==> src/rtl/carry_select_subtractor_pipe_32bits_pkg.sv <==
// Shared constants, block partition helpers and the pipeline register type
// for the carry-select subtractor.
package csel_sub_pkg;

    localparam int WIDTH        = 32;
    localparam int BLOCK_AMOUNT = 4;
    localparam int BLOCKS [BLOCK_AMOUNT] = '{4, 10, 20, 32};

    function automatic int blk_lo(input int i);
        int lo;
        lo = 0;
        if (i > 0) lo = BLOCKS[i-1];
        return lo;
    endfunction

    function automatic int blk_w(input int i);
        return BLOCKS[i] - blk_lo(i);
    endfunction

    // Operand bits are zeroed once their block has been resolved.
    typedef struct packed {
        logic             valid;
        logic [WIDTH-1:0] d;
        logic             carry;
        logic [WIDTH-1:0] a_rem;
        logic [WIDTH-1:0] nb_rem;
        logic             a_msb;
        logic             b_msb;
    } stage_t;

endpackage

==> src/rtl/carry_select_subtractor_pipe_32bits_if.sv <==
// Operand/result handshake bundle for the pipelined subtractor.
interface carry_select_subtractor_pipe_32bits_if;
    import csel_sub_pkg::*;

    logic             in_valid;
    logic             in_ready;
    logic [WIDTH-1:0] A;
    logic [WIDTH-1:0] B;
    logic             Bin;
    logic             out_valid;
    logic             out_ready;
    logic [WIDTH-1:0] D;
    logic             Bout;
    logic             Z;
    logic             V;

    modport master (
        output in_valid, A, B, Bin, out_ready,
        input  in_ready, out_valid, D, Bout, Z, V
    );

    modport slave (
        input  in_valid, A, B, Bin, out_ready,
        output in_ready, out_valid, D, Bout, Z, V
    );

endinterface

==> src/rtl/carry_select_subtractor_pipe_32bits_csel_block.sv <==
// One carry-select block: both carry-in outcomes precomputed, picked by sel.
module csel_block #(
    parameter int W = 6
) (
    input  logic [W-1:0] a,
    input  logic [W-1:0] b,
    input  logic         sel,
    output logic [W-1:0] s,
    output logic         cout
);

    logic [W-1:0] s_c0, s_c1;
    logic         co_c0, co_c1;

    ripple_carry_adder #(.W(W)) u_rca_c0 (.a(a), .b(b), .cin(1'b0), .s(s_c0), .cout(co_c0));
    ripple_carry_adder #(.W(W)) u_rca_c1 (.a(a), .b(b), .cin(1'b1), .s(s_c1), .cout(co_c1));

    assign s    = sel ? s_c1  : s_c0;
    assign cout = sel ? co_c1 : co_c0;

endmodule

==> src/rtl/ripple_carry_adder.sv <==
// Plain W-bit ripple-carry adder.
module ripple_carry_adder #(
    parameter int W = 4
) (
    input  logic [W-1:0] a,
    input  logic [W-1:0] b,
    input  logic         cin,
    output logic [W-1:0] s,
    output logic         cout
);

    logic c;

    always_comb begin
        c = cin;
        s = '0;
        for (int k = 0; k < W; k++) begin
            s[k] = a[k] ^ b[k] ^ c;
            c    = (a[k] & b[k]) | (c & (a[k] ^ b[k]));
        end
        cout = c;
    end

endmodule

==> src/rtl/carry_select_subtractor_pipe_32bits.sv <==
// Pipelined A - B - Bin as A + ~B + ~Bin; one carry-select block per stage,
// the last stage landing directly in the output register.
module carry_select_subtractor_pipe_32bits
    import csel_sub_pkg::*;
(
    input  logic clk,
    input  logic rst,
    carry_select_subtractor_pipe_32bits_if.slave bus
);

    localparam int W0  = blk_w(0);
    localparam int LO1 = blk_lo(1);
    localparam int W1  = blk_w(1);
    localparam int LO2 = blk_lo(2);
    localparam int W2  = blk_w(2);
    localparam int LO3 = blk_lo(3);
    localparam int W3  = blk_w(3);

    stage_t           stage_p0, stage_p1, stage_p2;
    stage_t           nxt_p0, nxt_p1, nxt_p2;
    logic             vld_p3;
    logic [WIDTH-1:0] d_p3;
    logic             bout_p3, z_p3, v_p3;
    logic             adv;

    logic [W0-1:0]    s0;
    logic [W1-1:0]    s1;
    logic [W2-1:0]    s2;
    logic [W3-1:0]    s3;
    logic             c0, c1, c2, c3;
    logic [WIDTH-1:0] d_full;

    assign adv          = !vld_p3 || bus.out_ready;
    assign bus.in_ready = adv;

    // Stage 0: low block, borrow-in folded into the carry-in
    ripple_carry_adder #(.W(W0)) u_rca0 (
        .a(bus.A[W0-1:0]), .b(~bus.B[W0-1:0]), .cin(~bus.Bin), .s(s0), .cout(c0)
    );

    always_comb begin
        nxt_p0              = '0;
        nxt_p0.valid        = bus.in_valid;
        nxt_p0.d[W0-1:0]    = s0;
        nxt_p0.carry        = c0;
        nxt_p0.a_rem        = bus.A;
        nxt_p0.a_rem[W0-1:0]  = '0;
        nxt_p0.nb_rem       = ~bus.B;
        nxt_p0.nb_rem[W0-1:0] = '0;
        nxt_p0.a_msb        = bus.A[WIDTH-1];
        nxt_p0.b_msb        = bus.B[WIDTH-1];
    end

    // Stage 1
    csel_block #(.W(W1)) u_blk1 (
        .a(stage_p0.a_rem[LO1 +: W1]), .b(stage_p0.nb_rem[LO1 +: W1]),
        .sel(stage_p0.carry), .s(s1), .cout(c1)
    );

    always_comb begin
        nxt_p1                    = stage_p0;
        nxt_p1.d[LO1 +: W1]       = s1;
        nxt_p1.carry              = c1;
        nxt_p1.a_rem[LO1 +: W1]   = '0;
        nxt_p1.nb_rem[LO1 +: W1]  = '0;
    end

    // Stage 2
    csel_block #(.W(W2)) u_blk2 (
        .a(stage_p1.a_rem[LO2 +: W2]), .b(stage_p1.nb_rem[LO2 +: W2]),
        .sel(stage_p1.carry), .s(s2), .cout(c2)
    );

    always_comb begin
        nxt_p2                    = stage_p1;
        nxt_p2.d[LO2 +: W2]       = s2;
        nxt_p2.carry              = c2;
        nxt_p2.a_rem[LO2 +: W2]   = '0;
        nxt_p2.nb_rem[LO2 +: W2]  = '0;
    end

    // Stage 3: top block resolves into the output register with the flags
    csel_block #(.W(W3)) u_blk3 (
        .a(stage_p2.a_rem[LO3 +: W3]), .b(stage_p2.nb_rem[LO3 +: W3]),
        .sel(stage_p2.carry), .s(s3), .cout(c3)
    );

    always_comb begin
        d_full              = stage_p2.d;
        d_full[LO3 +: W3]   = s3;
    end

    always_ff @(posedge clk) begin
        if (rst) begin
            stage_p0.valid <= 1'b0;
            stage_p1.valid <= 1'b0;
            stage_p2.valid <= 1'b0;
            vld_p3         <= 1'b0;
            d_p3           <= '0;
            bout_p3        <= 1'b0;
            z_p3           <= 1'b0;
            v_p3           <= 1'b0;
        end else if (adv) begin
            stage_p0 <= nxt_p0;
            stage_p1 <= nxt_p1;
            stage_p2 <= nxt_p2;
            vld_p3   <= stage_p2.valid;
            if (stage_p2.valid) begin
                d_p3    <= d_full;
                bout_p3 <= ~c3;
                z_p3    <= (d_full == '0);
                v_p3    <= (stage_p2.a_msb != stage_p2.b_msb) &&
                           (d_full[WIDTH-1] != stage_p2.a_msb);
            end
        end
    end

    assign bus.out_valid = vld_p3;
    assign bus.D         = d_p3;
    assign bus.Bout      = bout_p3;
    assign bus.Z         = z_p3;
    assign bus.V         = v_p3;

endmodule

==> src/flat_wrapper.sv <==
// flat-port wrapper written by rule: the top's interface ports become plain ports
module carry_select_subtractor_pipe_32bits_flat import csel_sub_pkg::*;
  (clk, rst, bus_in_valid, bus_A, bus_B, bus_Bin, bus_out_ready, bus_in_ready, bus_out_valid, bus_D, bus_Bout, bus_Z, bus_V);
  carry_select_subtractor_pipe_32bits_if bus_i ();
  input  logic clk;
  input  logic rst;
  input wire logic [$bits(bus_i.in_valid)-1:0] bus_in_valid;
  input wire logic [$bits(bus_i.A)-1:0] bus_A;
  input wire logic [$bits(bus_i.B)-1:0] bus_B;
  input wire logic [$bits(bus_i.Bin)-1:0] bus_Bin;
  input wire logic [$bits(bus_i.out_ready)-1:0] bus_out_ready;
  output wire logic [$bits(bus_i.in_ready)-1:0] bus_in_ready;
  output wire logic [$bits(bus_i.out_valid)-1:0] bus_out_valid;
  output wire logic [$bits(bus_i.D)-1:0] bus_D;
  output wire logic [$bits(bus_i.Bout)-1:0] bus_Bout;
  output wire logic [$bits(bus_i.Z)-1:0] bus_Z;
  output wire logic [$bits(bus_i.V)-1:0] bus_V;
  assign bus_i.in_valid = bus_in_valid;
  assign bus_i.A = bus_A;
  assign bus_i.B = bus_B;
  assign bus_i.Bin = bus_Bin;
  assign bus_i.out_ready = bus_out_ready;
  assign bus_in_ready = bus_i.in_ready;
  assign bus_out_valid = bus_i.out_valid;
  assign bus_D = bus_i.D;
  assign bus_Bout = bus_i.Bout;
  assign bus_Z = bus_i.Z;
  assign bus_V = bus_i.V;
  carry_select_subtractor_pipe_32bits u_core (.clk(clk), .rst(rst), .bus(bus_i));
endmodule
==> config.mk <==
export PLATFORM = sky130hd
export DESIGN_NAME = carry_select_subtractor_pipe_32bits_flat
export DESIGN_NICKNAME = d
export VERILOG_FILES = /design/src/rtl/carry_select_subtractor_pipe_32bits_pkg.sv /design/src/rtl/carry_select_subtractor_pipe_32bits_if.sv /design/src/rtl/carry_select_subtractor_pipe_32bits_csel_block.sv /design/src/rtl/ripple_carry_adder.sv /design/src/rtl/carry_select_subtractor_pipe_32bits.sv /design/src/flat_wrapper.sv
export SDC_FILE = /design/constraint.sdc
export NUM_CORES = 1
export LEC_CHECK = 0
export BUFFER_PORTS_ARGS = -buffer_cell sky130_fd_sc_hd__buf_2
export CORE_MARGIN = 3
export CORE_UTILIZATION = 55
export DETAILED_ROUTE_END_ITERATION = 16
export PLACE_DENSITY_LB_ADDON = 0.05
export SYNTH_ARGS = -nofsm -noshare
export SYNTH_HDL_FRONTEND = slang
export SYNTH_SLANG_ARGS = --single-unit
==> constraint.sdc <==
create_clock -name clk -period 14.6 [get_ports clk]
set_clock_uncertainty 0.05 [all_clocks]
set_input_delay 4.38 -clock clk [delete_from_list [all_inputs] [get_ports clk]]
set_output_delay 4.38 -clock clk [all_outputs]
set_load 0.02 [all_outputs]
# == Word level (Yosys, flattened, before mapping) ==
# Index checks and enable logic that the tools add are counted.
# word_totals
reg_bits,206
elab_cells,277
# classes
n_bitwise,237
n_mux,6
reduce_logical,6
eq_ne,2
# op_table
cell,count
1-bit AND,86
1-bit XOR,86
1-bit bitwise OR,57
32-bit logical NOT,1
32-bit NOT,1
12-bit two-way mux,1
10-bit two-way mux,1
6-bit two-way mux,1
1-bit NOT,6
4-bit NOT,1
2-bit AND reduction,2
1-bit two-way mux,3
1-bit inequality test,2
1-bit logical AND,1
1-bit logical NOT,1
1-bit logical OR,1

# == Depth between registers and ports, before layout ==
# depth
word_depth,26
depth_mapped,20
mapped_depth_nobuf,20

# == Modules after synthesis ==
# Synthesis repeated with hierarchy kept, for this count alone.
# unflattened
hier_cells,549
hier_area_um2,8448.1
# modules_own_cells
mod,area_per_inst_um2,instances,cells_each,seq_area_each_um2
carry_select_subtractor_pipe_32bits,6477.5,1,379,5705.5
ripple_carry_adder (u_core.u_blk3.u_rca_c0 ...),277.8,2,22,0.0
ripple_carry_adder (u_core.u_blk2.u_rca_c0 ...),237.7,2,20,0.0
ripple_carry_adder (u_core.u_blk1.u_rca_c0 ...),157.7,2,16,0.0
csel_block (u_core.u_blk3),202.7,1,16,0.0
csel_block (u_core.u_blk2),180.2,1,14,0.0
csel_block (u_core.u_blk1),123.9,1,10,0.0
ripple_carry_adder (u_core.u_rca0),117.6,1,14,0.0

# == Worst setup path after synthesis ==
# OpenSTA, ideal clock, no wires.
# synth_path
kind,input port to flip-flop
from,in rst
to,"reg u_core.stage_p2, in the netlist u_core.d_full[0] (enable)"
setup_time_ns,0.692
path_slack_ns,2.320
t_arrival_ns,11.538
cell_stages,3
required_time_ns,13.858
cell_sequence,clkbuf_1 -> clkbuf_1 -> nor2_1
# synth_via
elab_chain_cells,2
# synth_rtl
element,line,text
from (decl),flat_wrapper.sv:6,input logic rst;
1-bit NOT (no source line),-,
2-bit AND reduction (no source line),-,
to (signal assigned),carry_select_subtractor_pipe_32bits.sv:106,stage_p2 <= nxt_p2;
to (decl),carry_select_subtractor_pipe_32bits.sv:19,"stage_t stage_p0, stage_p1, stage_p2;"
# No other way between the ends.
# A chain may end at the register's enable or synchronous reset.

# == Worst setup path after layout ==
# layout_path
from,in bus_out_ready
to,out bus_in_ready
# layout_via
elab_chain_cells,1
# layout_rtl
element,line,text
from (decl),flat_wrapper.sv:11,input wire logic [$bits(bus_i.out_ready)-1:0] bus_out_ready;
1-bit logical OR,carry_select_subtractor_pipe_32bits.sv:33,assign adv = !vld_p3 || bus.out_ready;
to (decl),flat_wrapper.sv:12,output wire logic [$bits(bus_i.in_ready)-1:0] bus_in_ready;
# No other way between the ends.

==> impl_metrics.env <==
export IMPL_status="complete, no violations"
export IMPL_diodes=0
export IMPL_cts_setup_buffers=0
export IMPL_fin_crit_ns=9.38
export IMPL_core_area_um2=12800
export IMPL_holdWs_ns=0.365
export IMPL_synth_nets=550
export IMPL_timing_slew_headroom_pct=25.7
export IMPL_cts_buffer_depth=3
export IMPL_wirelength_um=10700
export IMPL_wl_per_cell_um=14.3
export IMPL_vias=3567
export IMPL_critPathTopFamily="buffers and inverters"
export IMPL_viasPerCell=4.76
export IMPL_die_height_um=121
export IMPL_power_mw=1.26
export IMPL_crit_top_cell="buf_2"
export IMPL_cts_buffers=21
export IMPL_layout_nets=667
export IMPL_rows=41
export IMPL_ant_nets=0
export IMPL_grt_setup_unrepaired="false"
export IMPL_slowest_delay_ns=0.20
export IMPL_die_w_um=121
export IMPL_p_leak_nw=3.43
export IMPL_finalHoldViolCount=0
export IMPL_cts_root_buf="clkbuf_16"
export IMPL_syn_area_um2=7330
export IMPL_synth_seq_cells=203
export IMPL_vdd_drop_max_mv=0.107
export IMPL_grt_use_total_pct=15.2
export IMPL_max_freq_mhz=107
export IMPL_yosys_warnings=0
export IMPL_slew_violations=0
export IMPL_avgSynthCellArea_um2=16.4
export IMPL_grt_ovfl_total=0
export IMPL_die_area_um2=14800
export IMPL_worst_path_max_delay_cell="nor2b_4"
export IMPL_synth_seq_area_share_pct=77.8
export IMPL_grt_pass1_vias=3599
export IMPL_drive_gt1_share_pct=25.3
export IMPL_first_pass_iters=5
export IMPL_io_pins=106
export IMPL_max_slew_worst_pin_slew_ns=1.11
export IMPL_cts_hold_buffers=0
export IMPL_netlist_top_cells_area="edfxtp_1 (67%), dfxtp_1 (11%), fa_1 (7.9%), nand2_1 (3.5%), inv_1 (2.9%)"
export IMPL_grt_pass1_wl_um=17500
export IMPL_yosysTopAreaCell="edfxtp_1"
export IMPL_cp_max_fo=6
export IMPL_cts_sinks=203
export IMPL_max_cap_violations=0
export IMPL_htree_num_levels=1
export IMPL_report_final_setup_viol=0
export IMPL_final_core_util_pct=67.8
export IMPL_p_per_area_nw_per_um2=145
export IMPL_dp_hpwl_um=6810
export IMPL_syn_inst=446
export IMPL_portBuffers=105
export IMPL_criticalPathCategory="in -> out"
export IMPL_cp_required_ns=10.17
export IMPL_yosys_cell_types_count=29
export IMPL_crit_buf_inv=3
export IMPL_drc_errors=0
export IMPL_yosysTopAreaCellShare_pct=67.2
export IMPL_start_util_pct=57.2
export IMPL_fin_crit_sh_pct=64.3
export IMPL_setup_tns_ns=0
export IMPL_drt_iter0_drc=247
export IMPL_grt_max_degree=165
export IMPL_critPathCaptureType="primary output"
export IMPL_cts_tree="yes"
export IMPL_syn_to_final_growth_pct=18.6
export IMPL_start_kind="input port"
export IMPL_min_delay_path_class="reg -> reg"
export IMPL_crit_chain="buf_2 > nor2b_4 > inv_2 > buf_2"
export IMPL_gp_congestion=0.743
export IMPL_path_clk_slew_ns=0.06
export IMPL_critical_path_arrival_ns=4.95
export IMPL_antenna_found_initial=0
export IMPL_cts_resized=0
export IMPL_clk_latency_ns=0.49
[power breakdown]
part	switching [mW]	internal [mW]	total, mW	leakage [nW]
registers	0.0143	0.670	0.684	1.92
logic	0.0406	0.0273	0.0679	1.18
clock network	0.205	0.307	0.513	0.333
total	0.260	1.00	1.26	3.43
[registers in the layout, indices dropped and copies added (netlist names)]
signal                flops
u_core.stage_p0          13
u_core.stage_p1          21
u_core.bus.Z              1
u_core.nxt_p2            36
u_core.bus.out_valid      1
u_core.bus.V              1
u_core.bus.Bout           1
u_core.nxt_p1            50
u_core.stage_p2          27
u_core.d_full            20
u_core.bus.D             32
[cells in the final DEF, fill, tap and decap left out, types with 2 or more instances in the layout]
cell	instances
edfxtp_1	164
buf_2	105
nand2_1	68
inv_1	57
dfxtp_1	39
a21oi_1	33
fa_1	29
clkbuf_16	21
nor2_1	10
nor4_1	7
ha_1	6
clkinv_2	5
clkbuf_1	4
xor2_1	2
a211oi_2	2
a211oi_1	2
a21oi_2	2
bufinv_16	2
clkinv_1	2
[worst paths after layout]
kind / from / to / slack (ns) / cells past startpoint
max: bus_out_ready / bus_in_ready / 5.22 / 4
min: u_core.nxt_p2[30] / u_core.stage_p2[30] / 0.37 / 0
max reg2reg: u_core.stage_p2[22] / u_core.bus.Z / 8.56 / 20
min reg2reg: u_core.nxt_p2[30] / u_core.stage_p2[30] / 0.37 / 0
[per-stage QoR]
stage | cell area [um2] | cells | worst slack (ns)
after global placement | 8020 | 712 | 5.25
after global routing | 8690 | 750 | 5.19
after CTS | 8690 | 750 | 5.22
after detailed placement | 8020 | 712 | 5.22
final | 8690 | 750 | 5.22
after floorplan | 7330 | 446 | 2.32
[cell usage after synthesis (all sizes together)]
cell type and instances:
edfxtp 164, nand2 68, inv 58, dfxtp 39
a21oi 35, fa 29, nor2 11, buf 8
nor4 7, ha 6, a211oi 4, clkbuf 4
xor2 2, and2 1, and4 1, mux2i 1
nand3 1, nand3b 1, nand4 1, nor2b 1
nor3 1, nor4b 1, o21ai 1, xnor2 1
[metal layers]
layer | global-route usage, % | up-vias | part of all wire, %
li1 | - | 1762 | -
met1 | 20.9 | 1699 | 43
met2 | 24.2 | 92 | 48
met3 | 3.82 | 14 | 7.2
met4 | 4.76 | 0 | 2.2
met5 | 0 | - | 0
[cells by family after synthesis]
group	after synthesis	synth area share (%)
compound gates	40	3.11
mux	1	0.137
simple gates	94	5.51
flops	203	77.8
xor+xnor	3	0.358
fa+ha+maj	35	8.94
buf+inv	70	4.15
[worst reg2reg max path: stages, from the launching register on]
cell and delay, ns:
edfxtp_1 0.40, ha_1 0.21, inv_1 0.05, mux2i_1 0.07, fa_1 0.39, fa_1 0.40, fa_1 0.39, fa_1 0.40
fa_1 0.39, fa_1 0.39, fa_1 0.38, inv_1 0.09, fa_1 0.18, inv_1 0.06, fa_1 0.38, fa_1 0.41
fa_1 0.51, nor4b_1 0.35, and4_1 0.26, nand3_1 0.09, o21ai_1 0.14
[final cells by class]
type,count,area [um2]
flip-flops and latches,203,5710
fillers,946,4130
multi-input cells,173,1330
clock buffers,26,554
repair buffers,106,546
inverters,58,218
well taps,172,215
clock inverters,12,125
Power figures use the tool's default switching activity.
